[config.mk]
export PLATFORM = sky130hd
export DESIGN_NAME = data_stack
export DESIGN_NICKNAME = d
export VERILOG_FILES = /design/src/rtl/data_stack_pkg.sv /design/src/rtl/data_stack_ram.sv /design/src/rtl/data_stack.sv
export SDC_FILE = /design/constraint.sdc
export NUM_CORES = 1
export LEC_CHECK = 0
export BUFFER_PORTS_ARGS = -buffer_cell sky130_fd_sc_hd__buf_2
export CORE_ASPECT_RATIO = 1.4
export CORE_UTILIZATION = 59
export CTS_BUF_LIST = sky130_fd_sc_hd__clkbuf_8
export CTS_CLUSTER_DIAMETER = 100
export DETAILED_ROUTE_END_ITERATION = 10
export PLACE_DENSITY = 0.79
export SLEW_MARGIN = 20
export SYNTH_ARGS = -nofsm -noshare
export SYNTH_HDL_FRONTEND = slang
export SYNTH_SLANG_ARGS = --single-unit
[constraint.sdc]
create_clock -name CLK -period 4.35 [get_ports CLK]
set_clock_uncertainty 0.1 [all_clocks]
set_input_delay 0 -clock CLK [delete_from_list [all_inputs] [get_ports CLK]]
set_output_delay 0 -clock CLK [all_outputs]
set_load 0.005 [all_outputs]
[src/rtl/data_stack_pkg.sv]
// Shared datapath constants and the stack operation decode used by the
// data stack that feeds the TR source mux.
package data_stack_pkg;

  localparam int DATA_W      = 16;
  localparam int STACK_DEPTH = 32;
  localparam int STACK_PTR_W = 5;

  // TR source mux select for the datastack read_data input.
  localparam logic [2:0] TRSRC_STACK = 3'd4;

  typedef enum logic [2:0] {
    OP_HOLD,
    OP_CLEAR,
    OP_REPLACE,
    OP_PUSH,
    OP_POP
  } stack_op_e;

  // Clear wins over everything; push with pop is a replace of the top.
  function automatic stack_op_e decode_op(input logic push, input logic pop,
                                          input logic clear);
    if (clear)        return OP_CLEAR;
    if (push && pop)  return OP_REPLACE;
    if (push)         return OP_PUSH;
    if (pop)          return OP_POP;
    return OP_HOLD;
  endfunction

endpackage

[src/rtl/data_stack_ram.sv]
// DEPTH x DATA_W register array: one synchronous write port and two
// combinational read ports for the top and next-to-top entries.
module data_stack_ram #(
  parameter int DATA_W = 16,
  parameter int DEPTH  = 32,
  parameter int AW     = 5
) (
  input  logic              clk,
  input  logic              we_i,
  input  logic [AW-1:0]     waddr_i,
  input  logic [DATA_W-1:0] wdata_i,
  input  logic [AW-1:0]     raddr1_i,
  input  logic [AW-1:0]     raddr2_i,
  output logic [DATA_W-1:0] rdata1_o,
  output logic [DATA_W-1:0] rdata2_o
);

  logic [DATA_W-1:0] mem [DEPTH];

  // NOTE: the array has no reset; visibility is governed by the stack
  // pointer, so stale contents are never observed and no reset tree is paid for.
  always_ff @(posedge clk) begin
    if (we_i) begin
      mem[waddr_i] <= wdata_i;
    end
  end

  assign rdata1_o = mem[raddr1_i];
  assign rdata2_o = mem[raddr2_i];

endmodule

[src/rtl/data_stack.sv]
// LIFO data stack beside the TR register: zero-latency peek of the top two
// entries, saturating pointer, and sticky overflow/underflow flags.
module data_stack #(
  parameter int DATA_W = data_stack_pkg::DATA_W,
  parameter int DEPTH  = data_stack_pkg::STACK_DEPTH,
  parameter int PTR_W  = data_stack_pkg::STACK_PTR_W
) (
  input  logic              CLK,
  input  logic              reset,
  input  logic              push,
  input  logic              pop,
  input  logic              clear,
  input  logic [DATA_W-1:0] write_data,
  output logic [DATA_W-1:0] read_data,
  output logic [DATA_W-1:0] read_data2,
  output logic [PTR_W:0]    count,
  output logic              empty,
  output logic              full,
  output logic              overflow,
  output logic              underflow
);
  import data_stack_pkg::*;

  localparam logic [PTR_W:0] SP_ONE  = 1;
  localparam logic [PTR_W:0] SP_TWO  = 2;
  localparam logic [PTR_W:0] SP_FULL = (PTR_W+1)'(DEPTH);

  logic [PTR_W:0]    sp_q, sp_d, sp_m1, sp_m2;
  logic              ovf_q, ovf_d, unf_q, unf_d;
  logic              we;
  logic [PTR_W-1:0]  waddr;
  logic [DATA_W-1:0] rdata1, rdata2;
  stack_op_e         op;

  assign op    = decode_op(push, pop, clear);
  assign sp_m1 = sp_q - SP_ONE;
  assign sp_m2 = sp_q - SP_TWO;
  assign empty = (sp_q == '0);
  assign full  = (sp_q == SP_FULL);

  // NOTE: every signal driven here gets a default first, so no path through
  // the case leaves one unassigned and no latch is inferred.
  always_comb begin
    sp_d  = sp_q;
    ovf_d = ovf_q;
    unf_d = unf_q;
    we    = 1'b0;
    waddr = sp_q[PTR_W-1:0];
    unique case (op)
      OP_CLEAR: begin
        sp_d  = '0;
        ovf_d = 1'b0;
        unf_d = 1'b0;
      end
      OP_REPLACE: begin
        we = 1'b1;
        if (empty) begin
          // Pop of nothing is flagged, then the push still lands in slot 0.
          unf_d = 1'b1;
          waddr = '0;
          sp_d  = SP_ONE;
        end else begin
          waddr = sp_m1[PTR_W-1:0];
        end
      end
      OP_PUSH: begin
        if (full) begin
          ovf_d = 1'b1;
        end else begin
          we   = 1'b1;
          sp_d = sp_q + SP_ONE;
        end
      end
      OP_POP: begin
        if (empty) unf_d = 1'b1;
        else       sp_d  = sp_m1;
      end
      default: ;
    endcase
  end

  // NOTE: state registers use non-blocking assignments so every flop samples
  // pre-edge values regardless of process ordering.
  always_ff @(posedge CLK or negedge reset) begin
    if (!reset) begin
      sp_q  <= '0;
      ovf_q <= 1'b0;
      unf_q <= 1'b0;
    end else begin
      sp_q  <= sp_d;
      ovf_q <= ovf_d;
      unf_q <= unf_d;
    end
  end

  data_stack_ram #(
    .DATA_W (DATA_W),
    .DEPTH  (DEPTH),
    .AW     (PTR_W)
  ) u_ram (
    .clk      (CLK),
    .we_i     (we),
    .waddr_i  (waddr),
    .wdata_i  (write_data),
    .raddr1_i (sp_m1[PTR_W-1:0]),
    .raddr2_i (sp_m2[PTR_W-1:0]),
    .rdata1_o (rdata1),
    .rdata2_o (rdata2)
  );

  // Hide stale array contents below the visible depth.
  assign read_data  = (sp_q >= SP_ONE) ? rdata1 : '0;
  assign read_data2 = (sp_q >= SP_TWO) ? rdata2 : '0;
  assign count      = sp_q;
  assign overflow   = ovf_q;
  assign underflow  = unf_q;

endmodule

==> impl_metrics.ini <==
[cts]
htree_num_levels = 3
cts_tree = done
post_cts_setup_buffer_count = 0
cts_buffers = 73
clock_tree.buffer_depth = 3
clk_pin_slew_worst_setup_hold_paths_ns = 0.07
cts.sink_count = 520
clock_latency_ns = 0.64
clockRootBuffer = sky130_fd_sc_hd__clkbuf_8

[sta]
achievable-frequency_ghz = 0.242
rsz0062_at_grt = false
final-hold-violation-count = 0
final.hold.worst_slack_ns = 0.124
min_period_over_period_pct = 94.9
minimum_clock_period_after_layout_ns = 4.13
setup_viol_count_final = 0
slew_viol_final = 0
timing.max_slew.rel_slack_pct = 30.3
finalWorstSetupSlack_ns = 0.221
worst_slew_pin_slew_ns = 1.05

[synthesis]
synth_cell_types = 61
synth_area_per_cell_um2 = 20.4
postSynth.asyncResetShare_pct = 1.54
yosys.area.top_type_share_pct = 62.3
post_synth_main_area_contributors = sky130_fd_sc_hd__edfxtp_1 62%, sky130_fd_sc_hd__mux4_2 23%, sky130_fd_sc_hd__mux2i_1 2.7%, sky130_fd_sc_hd__a22o_1 1.3%, sky130_fd_sc_hd__a221oi_1 1.1%
area_of_the_mapped_netlist_um2 = 24700
synth_fp_nets = 1239
yosysWarnings = 0
ffs_latches_synth = 520
post-synth-top-count-cell = sky130_fd_sc_hd__edfxtp_1
synth_enable_flop_cells = 512
synth_top_flop_cell = sky130_fd_sc_hd__edfxtp_1
netlist_instances = 1210
synth-seq-area-share_pct = 63.1
synth_largest_area_cell = sky130_fd_sc_hd__edfxtp_1
yosys-top-cells-count = 512 x sky130_fd_sc_hd__edfxtp_1, 255 x sky130_fd_sc_hd__mux4_2, 66 x sky130_fd_sc_hd__mux2i_1, 39 x sky130_fd_sc_hd__buf_2, 39 x sky130_fd_sc_hd__nor2_1

[routing]
num_vias = 14200
drt_pass1_iterations = 6
route.final.wire_length_um = 64800
remaining_drc_errors = 0
drt_first_iter_violations = 1718
drt.antenna.violating_nets = 0
wl_per_cell_um = 33.6
number_of_vias_per_cell = 7.36

[final_layout]
stdcell_count = 1931
layout-drive-gt1-share_pct = 38.9
num-nets-final = 1366
syn2layout_area_growth_pct = 11.3

[global_routing]
grt_first_pass_wirelength_um = 95200
globalRoute.totalOverflow = 0
grt_pass1_vias = 14800
grt_max_degree = 141
grt_antenna_before_repair = 3
grt_use_total_pct = 31.4

[placed_design]
post-dp-hpwl_um = 41100
portBuffers = 62
pre_cts_ws_ns = 0.827
gp_congestion = 0.940
place.detailed.instances = 1780

[die]
effective_utilization_at_floorplan_pct = 59.9
floorplan.io_pins = 63
die_height_um = 244
core_region_area_um2 = 41200
die_area_um2 = 42700
die_width_um = 175
rows = 88

[critical_path]
cpMaxStageDelayCell = sky130_fd_sc_hd__and2_1
worstSetupEndpointType = output pin
critical_path_required_time_ns = 4.25
critPathTopFamily = compound AO/OA/AOI/OAI gates
worstSetupStartpointType = register
critical_path.n_buffers_inverters = 2
worstPathArrival_ns = 4.03
worstPathMaxFanout = 12
path_cells = inv_1 > ha_1 > xor2_1 > and2_1 > a221oi_1 > o22ai_1 > buf_2
critical_path.max_stage_delay_ns = 0.73
worstSetupPathType = register to output pin

[run_status]
status = completed

[power_and_ir_drop]
static-leakage-power_nw = 8.86
total_power_mw = 17.3
vdd_ir_drop_max_mv = 0.488
power_density_nw_per_um2 = 631

[min_path]
holdCritPathClass = input port to register

[flow_run]
drv.max_cap_violation_count = 0
[placed cells by master (no fill, tap or decap), types with 2 or more instances in the layout]
master / count
sky130_fd_sc_hd__a21oi_1: 4
sky130_fd_sc_hd__a221oi_1: 32
sky130_fd_sc_hd__a22o_1: 36
sky130_fd_sc_hd__a32oi_4: 2
sky130_fd_sc_hd__buf_12: 14
sky130_fd_sc_hd__buf_2: 62
sky130_fd_sc_hd__buf_4: 54
sky130_fd_sc_hd__bufinv_16: 2
sky130_fd_sc_hd__clkbuf_8: 76
sky130_fd_sc_hd__clkinv_1: 19
sky130_fd_sc_hd__clkinv_2: 13
sky130_fd_sc_hd__dfrtp_1: 6
sky130_fd_sc_hd__dfrtp_4: 2
sky130_fd_sc_hd__diode_2: 2
sky130_fd_sc_hd__dlygate4sd3_1: 22
sky130_fd_sc_hd__edfxtp_1: 512
sky130_fd_sc_hd__ha_1: 7
sky130_fd_sc_hd__inv_1: 19
sky130_fd_sc_hd__mux2i_1: 65
sky130_fd_sc_hd__mux4_2: 255
sky130_fd_sc_hd__nand2_1: 14
sky130_fd_sc_hd__nand2b_1: 2
sky130_fd_sc_hd__nand3_1: 8
sky130_fd_sc_hd__nor2_1: 13
sky130_fd_sc_hd__nor2_2: 25
sky130_fd_sc_hd__nor2_4: 4
sky130_fd_sc_hd__nor2b_1: 3
sky130_fd_sc_hd__nor3_1: 2
sky130_fd_sc_hd__nor3_2: 8
sky130_fd_sc_hd__o211ai_1: 2
sky130_fd_sc_hd__o21ai_0: 2
sky130_fd_sc_hd__o221ai_1: 16
sky130_fd_sc_hd__o22a_1: 16
sky130_fd_sc_hd__o22ai_1: 20
sky130_fd_sc_hd__o2bb2ai_1: 2
sky130_fd_sc_hd__o31ai_1: 2
sky130_fd_sc_hd__o41ai_2: 2
sky130_fd_sc_hd__xnor2_1: 5
sky130_fd_sc_hd__xor2_1: 7
sky130_fd_sc_hd__xor2_4: 2
[registers in the layout (all words and copies together) (netlist names)]
signal	cells
overflow	1
count	6
u_ram.mem	512
underflow	1
[worst paths after layout]
check                          start          endpoint  slack, ns  cells past startpoint
setup / recovery            count[2]     read_data2[4]       0.22                      7
hold / removal                 clear         underflow       0.12                      3
setup reg to reg            count[1]  u_ram.mem[31][6]       0.76                      9
hold reg to reg            underflow         underflow       0.40                      2
max in group asynchronous      reset          count[0]       3.60                      3
min in group asynchronous      reset          overflow       0.23                      3
[report_power, final]
part / leakage [nW] / switching (mW) / internal [mW] / total (mW)
Clock: 0.740 / 1.82 / 1.74 / 3.56
Combinational: 3.41 / 4.44 / 3.64 / 8.08
Sequential: 4.71 / 0.0716 / 5.60 / 5.67
[layer usage]
metal / global-route usage (%) / up-vias / routed length, um
met2: 52.6 / 1068 / 33400
met5: 0 / - / 13
li1: - / 5568 / -
met1: 38.4 / 7341 / 21000
met3: 5.02 / 226 / 6400
met4: 19.5 / 2 / 4040
[metrics by stage]
stage	TNS [ns]	utilization, %	cell area (um^2)
5_1_grt	0	66.7	27500
4_1_cts	0	66.7	27400
2_1_floorplan	-5.77	-	24700
3_3_place_gp	0	62.9	25900
3_5_place_dp	0	62.9	25900
6_report	0	66.7	27500
[worst register-to-register path: cells and delay by family (launching register included)]
family | cells | cell delay (ns)
simple gates | 3 | 1.16
buf+inv | 3 | 0.68
flops | 1 | 0.49
compound gates | 1 | 0.40
xor+xnor | 1 | 0.25
fa+ha+maj | 1 | 0.18
[area by class of cell]
type	instances	area (um^2)
flip-flops and latches	520	15600
clock buffers	76	1050
repair buffers	152	1220
multi-input cells	585	8640
diodes	2	5.00
inverters	5	18.8
clock inverters	51	269
well taps	540	676
fillers	2626	13700
[cells by family (layout without fill, tap and decap cells)]
| kind of cell | count (synthesis) | count (layout) | share of synthesized area (%) |
|---|---|---|---|
| AND/OR/NAND/NOR | 93 | 93 | 2.03 |
| AO/OA/AOI/OAI | 146 | 146 | 5.21 |
| multiplexers | 323 | 323 | 26.1 |
| XOR/XNOR | 15 | 15 | 0.639 |
| flip-flops | 520 | 520 | 63.1 |
| buffers and inverters | 105 | 284 | 2.48 |
| adder cells (fa/ha/maj) | 8 | 8 | 0.406 |
| other | 0 | 2 | 0 |
[what timing repair did]
item                      in CTS  in global routing
hold buffers                  22                  0
hold endpoints to repair     528                  0
resized for setup              0                  0
(Power assumes the default switching activity.)
